==> config.mk <==
export PLATFORM = sky130hd
export DESIGN_NAME = alu_issue
export DESIGN_NICKNAME = d
export VERILOG_FILES = /design/src/rtl/cpu_pkg.sv /design/src/rtl/regfile.sv /design/src/rtl/alu_issue.sv
export SDC_FILE = /design/constraint.sdc
export NUM_CORES = 1
export LEC_CHECK = 0
export CORE_MARGIN = 5
export CORE_UTILIZATION = 25
export CTS_CLUSTER_SIZE = 16
export DETAILED_ROUTE_END_ITERATION = 10
export PLACE_DENSITY = 0.54
export SYNTH_ARGS = -nofsm -noshare
export SYNTH_HDL_FRONTEND = slang
export SYNTH_HIERARCHICAL = 1
export SYNTH_SLANG_ARGS = --single-unit
export TNS_END_PERCENT = 30
==> constraint.sdc <==
create_clock -name clk -period 2.15 [get_ports clk]
set_input_delay 0.215 -clock clk [delete_from_list [all_inputs] [get_ports clk]]
set_output_delay 0.215 -clock clk [all_outputs]
set_load 0.01 [all_outputs]
==> src/rtl/cpu_pkg.sv <==
// Shared CPU definitions: ALU opcodes, flag bit positions
// and issue sequencer state encodings.
package cpu_pkg;

   localparam int AW = 3;
   localparam int DW = 8;

   localparam logic [2:0] OP_ADD = 3'd0;
   localparam logic [2:0] OP_SUB = 3'd1;
   localparam logic [2:0] OP_AND = 3'd2;
   localparam logic [2:0] OP_OR  = 3'd3;
   localparam logic [2:0] OP_XOR = 3'd4;
   localparam logic [2:0] OP_LSL = 3'd5;
   localparam logic [2:0] OP_LSR = 3'd6;
   localparam logic [2:0] OP_ASR = 3'd7;

   localparam int FLAG_Z = 3;
   localparam int FLAG_N = 2;
   localparam int FLAG_C = 1;
   localparam int FLAG_V = 0;

   typedef enum logic [1:0] {
      ST_IDLE = 2'd0,
      ST_EXEC = 2'd1,
      ST_WB   = 2'd2
   } state_e;

   // The ALU never drives its carry bit, so the
   // architectural C is always written as zero.
   function automatic logic [3:0] arch_flags(
      input logic [3:0] f
   );
      return {f[FLAG_Z], f[FLAG_N],
              f[FLAG_C] & 1'b0, f[FLAG_V]};
   endfunction

endpackage

==> src/rtl/regfile.sv <==
// Architectural register file: one write port, three
// combinational read ports, R0 hardwired to zero.
module regfile
   import cpu_pkg::*;
#(
   parameter int NREGS = 8
) (
   input  logic          clk,
   input  logic          rst_n,
   input  logic          we,
   input  logic [AW-1:0] waddr,
   input  logic [DW-1:0] wdata,
   input  logic [AW-1:0] rs_addr,
   output logic [DW-1:0] rs_data,
   input  logic [AW-1:0] rt_addr,
   output logic [DW-1:0] rt_data,
   input  logic [AW-1:0] dbg_addr,
   output logic [DW-1:0] dbg_data
);

   logic [DW-1:0] mem_q [NREGS];
   logic [DW-1:0] mem_d [NREGS];

   // Next register contents; R0 forced to zero.
   always_comb begin
      mem_d = mem_q;
      if (we) begin
         mem_d[waddr] = wdata;
      end
      mem_d[0] = '0;
   end

   // Register storage, cleared on reset.
   always_ff @(posedge clk or negedge rst_n) begin
      if (!rst_n) begin
         for (int i = 0; i < NREGS; i++) begin
            mem_q[i] <= '0;
         end
      end else begin
         mem_q <= mem_d;
      end
   end

   assign rs_data  = mem_q[rs_addr];
   assign rt_data  = mem_q[rt_addr];
   assign dbg_data = mem_q[dbg_addr];

endmodule

==> src/rtl/alu_issue.sv <==
// Operand issue and writeback sequencer for the 8-bit ALU.
// Accept -> EXEC -> WB, with result bypass on accept in WB.
module alu_issue
   import cpu_pkg::*;
#(
   parameter int NREGS = 8
) (
   input  logic          clk,
   input  logic          rst_n,
   input  logic          in_valid,
   output logic          in_ready,
   input  logic [2:0]    in_op,
   input  logic [AW-1:0] in_rd,
   input  logic [AW-1:0] in_rs,
   input  logic [AW-1:0] in_rt,
   input  logic [DW-1:0] in_imm,
   input  logic          in_use_imm,
   input  logic [2:0]    in_shamt,
   input  logic          in_setf,
   output logic [DW-1:0] alu_a,
   output logic [DW-1:0] alu_b,
   output logic [2:0]    alu_op,
   output logic [2:0]    alu_shamt,
   input  logic [DW-1:0] alu_out,
   input  logic [3:0]    alu_flags,
   output logic [3:0]    flags,
   output logic          done,
   output logic [AW-1:0] done_rd,
   input  logic [AW-1:0] dbg_addr,
   output logic [DW-1:0] dbg_data
);

   state_e        state_q, state_d;
   logic [DW-1:0] a_q, a_d;
   logic [DW-1:0] b_q, b_d;
   logic [2:0]    op_q, op_d;
   logic [2:0]    shamt_q, shamt_d;
   logic [AW-1:0] rd_q, rd_d;
   logic          setf_q, setf_d;
   logic [3:0]    flags_q, flags_d;

   logic [DW-1:0] rs_data;
   logic [DW-1:0] rt_data;
   logic          accept;
   logic          wb;
   logic          wb_hit;
   logic          byp_a;
   logic          byp_b;
   logic [DW-1:0] opnd_a;
   logic [DW-1:0] opnd_b;

   regfile #(
      .NREGS(NREGS)
   ) u_rf (
      .clk     (clk),
      .rst_n   (rst_n),
      .we      (wb),
      .waddr   (rd_q),
      .wdata   (alu_out),
      .rs_addr (in_rs),
      .rs_data (rs_data),
      .rt_addr (in_rt),
      .rt_data (rt_data),
      .dbg_addr(dbg_addr),
      .dbg_data(dbg_data)
   );

   assign wb       = (state_q == ST_WB);
   assign in_ready = rst_n & (state_q != ST_EXEC);
   assign accept   = in_valid & in_ready;

   // Forward the in-flight result to a dependent instruction
   // accepted while that result is being written back.
   always_comb begin
      wb_hit = wb && (rd_q != '0);
      byp_a  = wb_hit && (in_rs == rd_q);
      byp_b  = wb_hit && !in_use_imm && (in_rt == rd_q);
      opnd_a = byp_a ? alu_out : rs_data;
      if (in_use_imm) begin
         opnd_b = in_imm;
      end else if (byp_b) begin
         opnd_b = alu_out;
      end else begin
         opnd_b = rt_data;
      end
   end

   // Sequencer next state, operand capture, flag update.
   always_comb begin
      state_d = state_q;
      a_d     = a_q;
      b_d     = b_q;
      op_d    = op_q;
      shamt_d = shamt_q;
      rd_d    = rd_q;
      setf_d  = setf_q;
      flags_d = flags_q;
      unique case (state_q)
         ST_IDLE: begin
            if (accept) state_d = ST_EXEC;
         end
         ST_EXEC: begin
            state_d = ST_WB;
         end
         ST_WB: begin
            state_d = accept ? ST_EXEC : ST_IDLE;
            if (setf_q) flags_d = arch_flags(alu_flags);
         end
         default: begin
            state_d = ST_IDLE;
         end
      endcase
      if (accept) begin
         a_d     = opnd_a;
         b_d     = opnd_b;
         op_d    = in_op;
         shamt_d = in_shamt;
         rd_d    = in_rd;
         setf_d  = in_setf;
      end
   end

   // State and operand registers; reset abandons any
   // instruction in flight.
   always_ff @(posedge clk or negedge rst_n) begin
      if (!rst_n) begin
         state_q <= ST_IDLE;
         a_q     <= '0;
         b_q     <= '0;
         op_q    <= '0;
         shamt_q <= '0;
         rd_q    <= '0;
         setf_q  <= 1'b0;
         flags_q <= '0;
      end else begin
         state_q <= state_d;
         a_q     <= a_d;
         b_q     <= b_d;
         op_q    <= op_d;
         shamt_q <= shamt_d;
         rd_q    <= rd_d;
         setf_q  <= setf_d;
         flags_q <= flags_d;
      end
   end

   assign alu_a     = a_q;
   assign alu_b     = b_q;
   assign alu_op    = op_q;
   assign alu_shamt = shamt_q;
   assign flags     = flags_q;
   assign done      = wb;
   assign done_rd   = rd_q;

endmodule

-- After elaboration in Yosys (flattened, before gate mapping)
Cells that the tools add are included.
- input bits: 43
- register bits: 87
- eq/ne operators: 6
- bitwise operators: 6
- multiplexer cells: 18
- order comparisons: 5
- reductions and logical operators: 9
- operators by type and width (operator ; number):
    two-way mux 8 bit ; 10
    binary-select mux 8 bit (select 3 bit) ; 3
    bitwise mux 64 bit ; 1
    demux 8 bit (select 3 bit) ; 1
    greater-or-equal comparator 4 bit, second input constant ; 4
    NOT 3 -> 4 bit ; 4
    == test 3 bit ; 2
    case mux 2 bit (3 select lines) ; 1
    logical AND 1 bit ; 5
    < comparator 4 x 1 -> 1 bit, second input constant ; 1
    nonzero test 3 bit ; 1
    AND 1 bit ; 2
    == test 2 x 1 -> 1 bit, second input constant ; 1
    == test 2 bit, second input constant ; 1
    logical NOT 2 bit ; 1
    two-way mux 2 bit ; 1
    inequality test 2 x 1 -> 1 bit, second input constant ; 1
    inequality test 2 bit, second input constant ; 1
    AND reduction 2 bit ; 1
    logical NOT 1 bit ; 1
    two-way mux 1 bit ; 1

-- Logic depth before layout (Yosys ltp)
- depth in word-level cells: 6
- gate-level depth with buffers: 7
- mapped depth without buffers: 5

-- Hierarchy
Netlist, hierarchy kept.
- by module, submodules not included (module ; seq. area each (sq um) ; cells each ; area each (sq um) ; times used):
    regfile ; 1401.3 ; 287 ; 3753.6 ; 1
    alu_issue ; 775.7 ; 187 ; 1724.2 ; 1

-- Worst setup path before layout
OpenSTA, ideal clock, no wires.
- kind: reg-to-reg
- from: register state_q[0]
- to: register u_rf/mem_q[40] in the netlist's numbering
- data arrival time: 1.661 ns
- buffers on the path: 1
- data required time: 2.025 ns
- slack: 0.364 ns
- cell stages (with the launch flop): 6
- setup time: 0.125 ns
- clock period less this slack: 1.786 ns
- path through: dfrtp_1 nor2b_1 buf_4 nand2_1 nor3_4 mux2_2
- cells in the longest elaborated chain, start to end: 1
- RTL lines (item ; line ; text):
    start: declaration ; alu_issue.sv:33 ; state_e state_q, state_d;
    start signal: assignment ; alu_issue.sv:136 ; state_q <= state_d;
    == test 2 bit ; alu_issue.sv:68 ; assign wb = (state_q == ST_WB);
    via done ; alu_issue.sv:27 ; output logic done,
    end signal: assignment ; regfile.sv:40 ; mem_q <= mem_d;
    end: declaration ; regfile.sv:21 ; logic [DW-1:0] mem_q [NREGS];
The timed path passes the listed nets, and every way through them passes these cells.
A chain may end at the register's enable or synchronous reset.

-- Worst setup path after layout
- from: register u_rf/mem_q[33] in the netlist's numbering
- to: output dbg_data[1]
- cells in the longest elaborated chain, start to end: 3
- RTL lines (item ; line ; text):
    binary-select mux 8 bit (select 3 bit) ; regfile.sv:46 ; assign dbg_data = mem_q[dbg_addr];
    two-way mux 8 bit (implied by the code) (2 in series) ; regfile.sv:46 ;
    end: declaration ; alu_issue.sv:30 ; output logic [DW-1:0] dbg_data
Every way passes these cells. The select of a mux whose other input is x is not followed.

==> results.md <==
* Vias in the first global route at 4733
* Fillers at approximately 2200
* Setup violators final at 0
* DRC at 0
* Clk pwr share at a little under a quarter
* Seq cells post-synth at 87
* CTS Root Buffer Type: clkbuf_16
* Setup Buffers After CTS at 0
* Slew headroom at 30.11%
* Largest cells by area after synthesis: dfrtp_1, mux2_2, mux2i_1
* Number of port buffers at between 70 and 80
* Initial antenna violation count at 0
* Final Net Count at 632
* Hpwl dp at approximately 13000 um
* Worst path bufs/invs at 1
* Clock slew at reported path FFs at 0.07 ns
* Setup crit start kind: register
* Die Area at ~0.025 mm2
* Final hold vios at 0
* Largest delay contributor family on the critical path: buffers and inverters
* TritonCTS buffer count at 9
* Clk sink count at 87
* Ant diodes at 0
* Dpl cells at 857
* Routability Congestion at 0.9079
* Top cell type's share of synthesized area at 39.74%
* Min cycle time layout at 2.080 ns
* CP Max Fanout at 4
* Clock latency on the worst-skew pair at 0.34 ns
* Layout Cells excl Fill at 874
* Layout area overhead at 30.38%
* Syn Inst Count at 474
* Global-route wire length before repair at 28120 um
* Net Sw Frac at 34.34%
* CP max stage cell: clkdlybuf4s50_1
* Largest net degree at the start of global routing at 78
* Max IR drop VDD at 445.8 uV
* Average routed wire per standard cell at between 20 and 25 um
* Leak Pwr at 0.003064 uW
* Synth unique cells at 45
* Run status: completed
* PwrDens at 923.2 mW/mm2
* Comb pwr share at 36.0%
* WL final at 18330 um
* HP Class: primary input to asynchronous set/reset pin
* Max-Cap Viols at 0
* CTS tree: done
* Final Skew at 0.01430 ns
* CTS H-tree depth at 3
* Async set-reset flop share out of synthesis at 100.0%
* Initial Util at 25.26%
* # rows at 54
* Synthesized area per cell at 11.56 um2
* Synth Cell Area at 0.005478 mm2
* Commonest cells in the netlist: mux2_2, dfrtp_1, nand2_1
* Share of layout cells above drive strength 1 at 36.20%
* Tot GR Track Use at 14.70%
* # IOs at 82
* Int Power at approximately 4300 uW
* Initial DRC Count at between 200 and 250
* Die H at 158.0 um
* Most area-hungry cell type in the Yosys netlist: dfrtp_1
* Post-synth top flop: dfrtp_1
* Chip width at 158.0 um
* Reg2Reg Depth at 5
* CP most frequent cell: a221oi_2
* Vias at 4483
* Tcrit/Tclk final at a little over nine tenths
* Drt via density at ~5.1
* Seq pwr share at 40.6%
* Pre-antenna DRT Iters at 5
* Clk buf depth at 2
* Routed Antenna Nets at 0
* Ys Warns at 6
* GRT overflow at 0
* CP arrival at 1.86 ns
* Worst-Margin Slew at ~1.0 ns
* Post-synth EDFFs at 0
* RSZ-0062 raised after global routing: no
* Final Max Slew Viols at 0
* CP Cell Sequence: mux2_2 -> a221oi_2 -> a221oi_2 -> clkdlybuf4s50_1
* Fmax at 0.4808 GHz
* Sequential fraction of the synthesis area at 39.74%
* CP Capture Type: primary output
* Max incr delay on CP at between 0.4 and 0.5 ns
* WP depth at 4
* Worst Setup Path Type: register to primary output
* Switching power at 2264 uW
* Most frequent cell after synthesis: mux2_2
* Synth Net Count at 517
* Setup Total Neg Slack at 0 ns
* Req. time, crit path at approximately 1.9 ns
* Area of the core at 0.02169 mm2
## layout make-up
| type | instances | area (um2) | share of cell area (%) |
|---|---|---|---|
| Sequential cell | 87 | 2177 | 30.48 |
| Clock buffer | 13 | 260.3 | 3.644 |
| Timing Repair Buffer | 145 | 1326 | 18.57 |
| Tap cell | 280 | 350.3 | 4.905 |
| Inverter | 3 | 11.26 | 0.1577 |
| Clock inverter | 3 | 25.02 | 0.3504 |
| Multi-Input combinational cell | 343 | 2992 | 41.89 |
## registers in the layout, indices dropped and copies added, names as in the netlist
signal      cells
state_q         2
setf_q          1
done_rd         3
u_rf/mem_q     56
flags           3
alu_a           8
alu_shamt       3
alu_op          3
alu_b           8
## logic make-up after synthesis
kind of cell,after synthesis,share of synthesized area (%)
AOI/OAI and AO/OA,107,16.04
muxes,131,26.68
and+or+nand+nor,97,9.525
buffers and inverters,44,6.213
DFF,87,39.74
other,1,0.06846
xor gates and xnor gates,7,1.736
## metrics by stage
stage | setup WS (ns) | utilization [%] | total power (uW) | cell area (um2) | hold slack, ns
4_1_cts | 0.009327 | 32.87 | 6617 | 7129 | 0.3071
3_5_place_dp | -0.3507 | 31.41 | 5045 | 6813 | 0.07289
2_1_floorplan | 0.3639 | - | 4020 | 5478 | -0.08059
3_3_place_gp | -0.3798 | 31.41 | 4963 | 6813 | 0.06768
5_1_grt | 0.005256 | 32.93 | 6947 | 7142 | 0.3169
6_report | 0.07027 | 32.93 | 6594 | 7142 | 0.2915
## worst register-to-register path, delay by kind of cell (launching register included)
kind / cells / cell delay [ns]
AND/OR/NAND/NOR: 1 / 0.49
XOR/XNOR: 1 / 0.17
flip-flops: 1 / 0.45
AO/OA/AOI/OAI: 2 / 0.42
buffers and inverters: 1 / 0.23
## worst paths after layout
path / to / start / slack [ns]
setup reg to reg: alu_a[6] / done_rd[2] / 0.27
hold / removal: alu_op[1] / rst_n / 0.29
setup / recovery: dbg_data[1] / u_rf/mem_q[33] / 0.07
min in group clk: alu_op[0] / in_op[0] / 0.39
max in group asynchronous: u_rf/mem_q[4] / rst_n / 0.57
hold reg to reg: state_q[0] / state_q[0] / 0.47
## layout by cell type, fill, tap and decap left out, types with 3 or more instances in the layout
cell type | Yosys | layout
nand2_1 | 42 | 42
a221oi_2 | 13 | 18
o22ai_1 | 8 | 8
inv_1 | 3 | 3
nand4b_2 | 3 | 3
and2_1 | 3 | 3
mux2i_1 | 32 | 32
mux2_2 | 92 | 92
buf_4 | 5 | 62
clkbuf_16 | 0 | 9
o21ai_0 | 16 | 16
a221oi_1 | 34 | 29
o21ai_2 | 3 | 3
a41oi_1 | 8 | 8
a22oi_1 | 8 | 8
o21ai_1 | 5 | 5
xor2_1 | 3 | 3
dfrtp_1 | 87 | 87
mux2_4 | 7 | 7
a21oi_1 | 9 | 9
nor4_1 | 8 | 8
clkdlybuf4s50_1 | 0 | 68
nand2b_1 | 10 | 10
nor2b_1 | 5 | 5
dlygate4sd2_1 | 0 | 5
nor2_1 | 17 | 17
buf_12 | 4 | 3
dlymetal6s2s_1 | 1 | 4
## per-layer routing
layer  GRT usage [%]  vias to the layer above  wire length [um]
met2           21.93                      178              7914
met1           21.22                     2259              8920
met5               0                        -                 0
met3           3.718                       18              1172
li1                -                     2028                 -
met4           3.859                        0               325
## power by group through the flow
stage | Clock (uW) | Sequential [uW] | Combinational, uW
final | 1540 | 2680 | 2380
after global routing | 1650 | 2740 | 2560
after CTS | 1580 | 2660 | 2380
after detailed placement | 0 | 2680 | 2360
after global placement | 0 | 2660 | 2300
after floorplan | 0 | 2560 | 1460
## repair_timing
item,in CTS,in global routing
hold buffers,1,0
cloned,0,0
gates resized for setup,11,7
endpoints found under the hold margin,10,0
endpoints found under the setup margin,8,5
Power figures use the tool's default switching activity.
